$ cat src/rtl/usrt_pkg.sv
// Shared definitions for the USRT register bank: register map, EVENT bit
// positions, CTRL field layout and the APB slave state encoding.
package usrt_pkg;

  localparam logic [1:0] ADDR_CTRL   = 2'd0;
  localparam logic [1:0] ADDR_STATUS = 2'd1;
  localparam logic [1:0] ADDR_EVENT  = 2'd2;
  localparam logic [1:0] ADDR_IRQEN  = 2'd3;

  localparam int unsigned EV_TX_DONE  = 0;
  localparam int unsigned EV_RX_READY = 1;
  localparam int unsigned EV_OVERRUN  = 2;
  localparam int unsigned EV_W        = 3;

  localparam int unsigned CTRL_BAUD_W = 3;
  localparam int unsigned CTRL_PAR_W  = 2;
  localparam int unsigned CTRL_W      = 8;

  // Field order gives baud in [2:0], parity in [4:3], then tx_en, rx_en, loopback.
  typedef struct packed {
    logic                   loopback;
    logic                   rx_en;
    logic                   tx_en;
    logic [CTRL_PAR_W-1:0]  parity;
    logic [CTRL_BAUD_W-1:0] baud;
  } ctrl_t;

  typedef enum logic [1:0] {
    ST_IDLE,
    ST_SETUP,
    ST_ACCESS
  } apb_state_e;

endpackage

$ cat src/rtl/usrt_apb_slave_fsm.sv
// APB slave handshake: IDLE/SETUP/ACCESS sequencing, wait-state counter,
// transfer capture and ready/error generation for the register bank.
module usrt_apb_slave_fsm
  import usrt_pkg::*;
#(
  parameter int unsigned ADDR_W      = 2,
  parameter int unsigned DATA_W      = 8,
  parameter int unsigned WAIT_STATES = 0
) (
  input  logic              clk,
  input  logic              rst_n,
  input  logic              psel,
  input  logic              penable,
  input  logic              pwrite,
  input  logic [ADDR_W-1:0] paddr,
  input  logic [DATA_W-1:0] pwdata,
  output logic              ready,
  output logic              slverr,
  output logic [1:0]        reg_sel,
  output logic              wr,
  output logic [7:0]        wdata
);

  localparam logic [3:0] WAIT_INIT = 4'(WAIT_STATES);

  apb_state_e        state, state_next;
  logic [3:0]        wait_cnt;
  logic [ADDR_W-1:0] addr_q;
  logic              bad_addr;
  logic              unused_wdata_hi;

  assign unused_wdata_hi = ^pwdata;
  assign reg_sel         = addr_q[1:0];
  assign bad_addr        = (32'(addr_q) >= 32'd4);

  always_ff @(posedge clk) begin
    if (!rst_n) state <= ST_IDLE;
    else        state <= state_next;
  end

  // Capture happens while in SETUP so the counter is loaded on ACCESS entry.
  always_ff @(posedge clk) begin
    if (!rst_n) begin
      wait_cnt <= '0;
      addr_q   <= '0;
      wr       <= 1'b0;
      wdata    <= '0;
    end else if (state == ST_SETUP) begin
      wait_cnt <= WAIT_INIT;
      addr_q   <= paddr;
      wr       <= pwrite;
      wdata    <= pwdata[7:0];
    end else if (state == ST_ACCESS && wait_cnt != '0) begin
      wait_cnt <= wait_cnt - 4'd1;
    end
  end

  always_comb begin
    state_next = state;
    case (state)
      ST_IDLE:   if (psel && !penable) state_next = ST_SETUP;
      ST_SETUP:  state_next = ST_ACCESS;
      ST_ACCESS: if (!psel || wait_cnt == '0) state_next = ST_IDLE;
      default:   state_next = ST_IDLE;
    endcase
  end

  always_comb begin
    ready  = 1'b0;
    slverr = 1'b0;
    if (rst_n && state == ST_ACCESS && psel && wait_cnt == '0) begin
      ready  = 1'b1;
      slverr = bad_addr || (wr && reg_sel == ADDR_STATUS);
    end
  end

endmodule

$ cat src/rtl/usrt_regbank.sv
// USRT register bank: CTRL/STATUS/EVENT/IRQ_EN behind an APB slave, with
// sticky W1C event capture from the TX/RX cores and a registered interrupt.
module usrt_regbank
  import usrt_pkg::*;
#(
  parameter int unsigned DATA_W      = 8,
  parameter int unsigned ADDR_W      = 2,
  parameter int unsigned WAIT_STATES = 0,
  parameter logic [7:0]  CTRL_RST    = 8'h00
) (
  input  logic              i_Pclk,
  input  logic              i_Reset_n,
  input  logic              i_Psel,
  input  logic              i_Penable,
  input  logic              i_Pwrite,
  input  logic [ADDR_W-1:0] i_Paddr,
  input  logic [DATA_W-1:0] i_Pwdata,
  output logic [DATA_W-1:0] o_Prdata,
  output logic              o_Pready,
  output logic              o_Pslverr,
  input  logic              i_Tx_Busy,
  input  logic              i_Rx_Full,
  output logic [CTRL_W-1:0] o_Ctrl,
  output logic              o_Irq
);

  logic            ready, slverr, wr, commit, rx_rise;
  logic [1:0]      reg_sel;
  logic [7:0]      wdata, rdata8;
  ctrl_t           ctrl;
  logic [EV_W-1:0] ev_q, ev_set, ev_clr, irq_en;
  logic            tx_busy_d, rx_full_d, irq_q;

  usrt_apb_slave_fsm #(
    .ADDR_W      (ADDR_W),
    .DATA_W      (DATA_W),
    .WAIT_STATES (WAIT_STATES)
  ) u_fsm (
    .clk     (i_Pclk),
    .rst_n   (i_Reset_n),
    .psel    (i_Psel),
    .penable (i_Penable),
    .pwrite  (i_Pwrite),
    .paddr   (i_Paddr),
    .pwdata  (i_Pwdata),
    .ready   (ready),
    .slverr  (slverr),
    .reg_sel (reg_sel),
    .wr      (wr),
    .wdata   (wdata)
  );

  assign commit = ready && wr && !slverr;
  assign ev_clr = (commit && reg_sel == ADDR_EVENT) ? wdata[EV_W-1:0] : '0;
  assign rx_rise = !rx_full_d && i_Rx_Full;

  always_comb begin
    ev_set              = '0;
    ev_set[EV_TX_DONE]  = tx_busy_d && !i_Tx_Busy;
    ev_set[EV_RX_READY] = rx_rise;
    ev_set[EV_OVERRUN]  = rx_rise && ev_q[EV_RX_READY];
  end

  always_ff @(posedge i_Pclk) begin
    if (!i_Reset_n) begin
      ctrl      <= ctrl_t'(CTRL_RST);
      irq_en    <= '0;
      ev_q      <= '0;
      tx_busy_d <= 1'b0;
      rx_full_d <= 1'b0;
      irq_q     <= 1'b0;
    end else begin
      if (commit && reg_sel == ADDR_CTRL)  ctrl   <= ctrl_t'(wdata);
      if (commit && reg_sel == ADDR_IRQEN) irq_en <= wdata[EV_W-1:0];
      // Set is OR'ed after the clear so a coincident event is never lost.
      ev_q      <= (ev_q & ~ev_clr) | ev_set;
      tx_busy_d <= i_Tx_Busy;
      rx_full_d <= i_Rx_Full;
      irq_q     <= |(ev_q & irq_en);
    end
  end

  always_comb begin
    rdata8 = '0;
    case (reg_sel)
      ADDR_CTRL:   rdata8 = ctrl;
      ADDR_STATUS: rdata8 = {6'b0, i_Rx_Full, i_Tx_Busy};
      ADDR_EVENT:  rdata8 = {5'b0, ev_q};
      ADDR_IRQEN:  rdata8 = {5'b0, irq_en};
      default:     rdata8 = '0;
    endcase
  end

  assign o_Prdata  = (ready && !wr && !slverr) ? DATA_W'(rdata8) : '0;
  assign o_Pready  = ready;
  assign o_Pslverr = slverr;
  assign o_Ctrl    = ctrl;
  assign o_Irq     = irq_q;

endmodule

$ cat config.mk
export PLATFORM = sky130hd
export DESIGN_NAME = usrt_regbank
export DESIGN_NICKNAME = d
export VERILOG_FILES = /design/src/rtl/usrt_pkg.sv /design/src/rtl/usrt_apb_slave_fsm.sv /design/src/rtl/usrt_regbank.sv
export SDC_FILE = /design/constraint.sdc
export NUM_CORES = 1
export LEC_CHECK = 0
export ABC_AREA = 1
export BUFFER_PORTS_ARGS = -buffer_cell sky130_fd_sc_hd__buf_2
export CORE_MARGIN = 2
export CORE_UTILIZATION = 55
export CTS_BUF_LIST = sky130_fd_sc_hd__clkbuf_8
export DETAILED_ROUTE_END_ITERATION = 12
export GPL_TIMING_DRIVEN = 1
export PLACE_DENSITY = 0.87
export SYNTH_ARGS = -nofsm -noshare
export SYNTH_HDL_FRONTEND = slang
export SYNTH_SLANG_ARGS = --single-unit
export TNS_END_PERCENT = 100
$ cat constraint.sdc
create_clock -name i_Pclk -period 2.25 [get_ports i_Pclk]
set_clock_uncertainty 0.1 [all_clocks]
set_input_delay 0.3375 -clock i_Pclk [delete_from_list [all_inputs] [get_ports i_Pclk]]
set_output_delay 0.3375 -clock i_Pclk [all_outputs]
set_load 0.005 [all_outputs]
==> results.json <==
{
  "status": "finished, final reports clean",
  "antenna_found_initial": 0,
  "min_period_ps": 2110,
  "p_int_uw": 854,
  "syn_nets": 235,
  "clock_latency_ps": 290,
  "numCtsBuffers": 5,
  "dp_hpwl_mm": 2.39,
  "worstMarginPinSlew_ps": 530,
  "crit_type": "flop to output pin",
  "hold_viol_final": 0,
  "yosysSeqAreaShare_pct": 43.8,
  "vias": 1430,
  "ys_ff_latch": 34,
  "power_switching_uw": 269,
  "end_kind": "output pin",
  "synth_top_family_by_area": "simple AND/OR/NAND/NOR gates",
  "rsz0062_at_grt": "no",
  "cts_tree": "built",
  "root_buffer": "clkbuf_8",
  "p_leak_nw": 0.874,
  "n_antenna_cell": 0,
  "syn_avg_cell_area_um2": 7.19,
  "synth_compound_area_share_pct": 12.8,
  "cts.sinks": 34,
  "synth_fa_ha_area_share_pct": 1.61,
  "clk_pin_slew_ps": 60,
  "crit_start": "u_fsm.wait_cnt[1]$_SDFFE_PP0P_",
  "num-fill-cells": 258,
  "ctsResizeCount": 0,
  "wirelength_mm": 3.19,
  "rr_startpoint": "u_fsm.wait_cnt[1]$_SDFFE_PP0P_",
  "core-area_um2": 2710,
  "clkPwrFrac_pct": 36.0,
  "cp_max_fo": 8,
  "yosys_warnings": 0,
  "synth_area_um2": 1550,
  "synth-simple-area-share_pct": 33.6,
  "p_seq_share_pct": 56.2,
  "layout_commonest_cell": "nand2_1",
  "crit_required_ps": 1810,
  "syn-instance-count": 216,
  "fin_nets": 274,
  "rows": 19,
  "grt_pass1_wl_mm": 5.51,
  "worstSetupEndpoint": "o_Prdata[2]",
  "drt_iter0_markers": 47,
  "multi_input_area_um2": 748,
  "slew_viol_final": 0,
  "irDropWorstVdd_v": 0.000558,
  "viasPerCell": 5.00,
  "cts.path.max_buffers": 2,
  "cts_hold_buf": 0,
  "grt_use_total_pct": 22.1,
  "die_h_um": 57.2,
  "overflow": 0,
  "crit_arrival_ps": 1670,
  "fin_tns_setup_ps": 0,
  "combPwrFrac_pct": 7.8,
  "post-cts-setup-buffer-count": 0,
  "critPathLaunchType": "flop",
  "htree_num_levels": 2,
  "min_path_type": "input pin to flop",
  "r2r_slack_ps": 630,
  "ff2ff_path_depth": 9,
  "p_sw_share_pct": 23.9,
  "synthXorXnorAreaFrac_pct": 0,
  "route.detailed.drc": 0,
  "place.port_buffers": 35,
  "final_cell_mix": "nand2_1 (51), nor2_1 (37), buf_2 (35), dfxtp_1 (34), inv_1 (27)",
  "ff_latch_area_um2": 681,
  "die_area_um2": 3270,
  "gp_congestion": 0.833,
  "min_period_over_period_pct": 93.6,
  "synth_cell_type_count": 24,
  "die_x_um": 57.2,
  "maxCapViolCount": 0,
  "ios": 36,
  "area_growth_pct": 18.4,
  "finalPower_mw": 1.12,
  "fmax_ghz": 0.475,
  "muxShareOfSynthArea_pct": 0,
  "timing.rr.end": "o_Ctrl[3]$_SDFFE_PN0P_",
  "p_per_area_nw_per_um2": 611,
  "dr.pass1.iters": 4,
  "ant_nets": 0,
  "setup_violations": 0,
  "drive_gt1_share_pct": 23.5,
  "detail_route.wl_per_cell_um": 11.2,
  "grt_max_degree": 27,
  "grt_pass1_vias": 1330,
  "initial_core_util_pct": 57.3,
  "maxSlewHeadroom_pct": 64.6
}
[Yosys cell counts (all sizes together)]
master	number	area share (%)
nor4	1	0.40
nand3	4	1.6
o21a	1	0.48
nor3	1	0.64
o21ai	13	4.2
nand4	4	1.6
o211ai	2	0.97
buf	1	0.48
a31oi	2	0.81
nor2	44	14
dfxtp	34	44
ha	2	1.6
nand2	56	15
inv	28	6.8
a21oi	19	6.4
clkbuf	4	0.97
[flip-flops by register name, indices dropped and copies added (netlist names)]
| name | cells |
|---|---|
| o_Irq | 1 |
| ev_q | 3 |
| u_fsm.wdata | 8 |
| irq_en | 3 |
| o_Ctrl | 8 |
| u_fsm.wr | 1 |
| u_fsm.reg_sel | 2 |
| u_fsm.state | 2 |
| rx_full_d | 1 |
| u_fsm.wait_cnt | 4 |
| tx_busy_d | 1 |
[layer usage]
metal | track usage, % | routed length (um) | part of all wire, %
met5 | 0 | 0 | 0
met4 | 13.0 | 89 | 2.8
met3 | 5.67 | 172 | 5.4
met2 | 35.8 | 1510 | 47
met1 | 26.4 | 1410 | 44
[worst max-delay path: stages, from the launching register on]
cell	delay [ps]
dfxtp_1	310
inv_1	110
ha_1	180
nand3_2	140
nor2_8	220
nand2_2	150
a31oi_1	160
buf_2	130
[worst min path at each step]
stage	from	to	slack [ps]	cells after the start
floorplan	i_Penable	u_fsm.state[0]$_SDFFE_PN0P_	310	1
global placement	u_fsm.wdata[3]$_SDFFE_PN0P_	u_fsm.wdata[3]$_SDFFE_PN0P_	340	2
detailed placement	u_fsm.wdata[3]$_SDFFE_PN0P_	u_fsm.wdata[3]$_SDFFE_PN0P_	350	2
CTS	i_Penable	u_fsm.state[0]$_SDFFE_PN0P_	110	2
global route	i_Penable	u_fsm.state[0]$_SDFFE_PN0P_	130	2
finish	i_Penable	u_fsm.state[0]$_SDFFE_PN0P_	110	2
[cells by family after synthesis]
kind of cell | count (synthesis)
buffers and inverters | 33
AND/OR/NAND/NOR | 110
AO/OA/AOI/OAI | 37
adder cells (fa/ha/maj) | 2
flip-flops | 34
[power by group through the flow]
stage | registers [mW] | clock network [mW] | logic [mW]
after floorplan | 0.641 | 0 | 0.0590
final | 0.631 | 0.404 | 0.0880
after CTS | 0.631 | 0.415 | 0.0879
after global placement | 0.644 | 0 | 0.0861
after global routing | 0.633 | 0.437 | 0.0991
after detailed placement | 0.644 | 0 | 0.0874
[metrics by stage]
stage          setup WS (ps)  cells  utilization [%]  area (um^2)  hold WS [ps]
3_5_place_dp             366    279             65.0         1760           347
6_report                 144    286             67.9         1840           112
5_1_grt                 11.5    286             67.9         1840           131
4_1_cts                 48.6    286             67.8         1840           109
3_3_place_gp             410    279             65.0         1760           339
2_1_floorplan            594    216                -         1550           315
[final cells by class]
class | instances | share of cell area, %
Clock buffer | 5 | 3.74
Inverter | 28 | 5.71
Multi-Input combinational cell | 149 | 40.7
Timing Repair Buffer | 37 | 10.3
Clock inverter | 2 | 0.408
Sequential cell | 34 | 37.0
Tap cell | 31 | 2.11
Note: power is estimated with default switching activity, not from simulation.
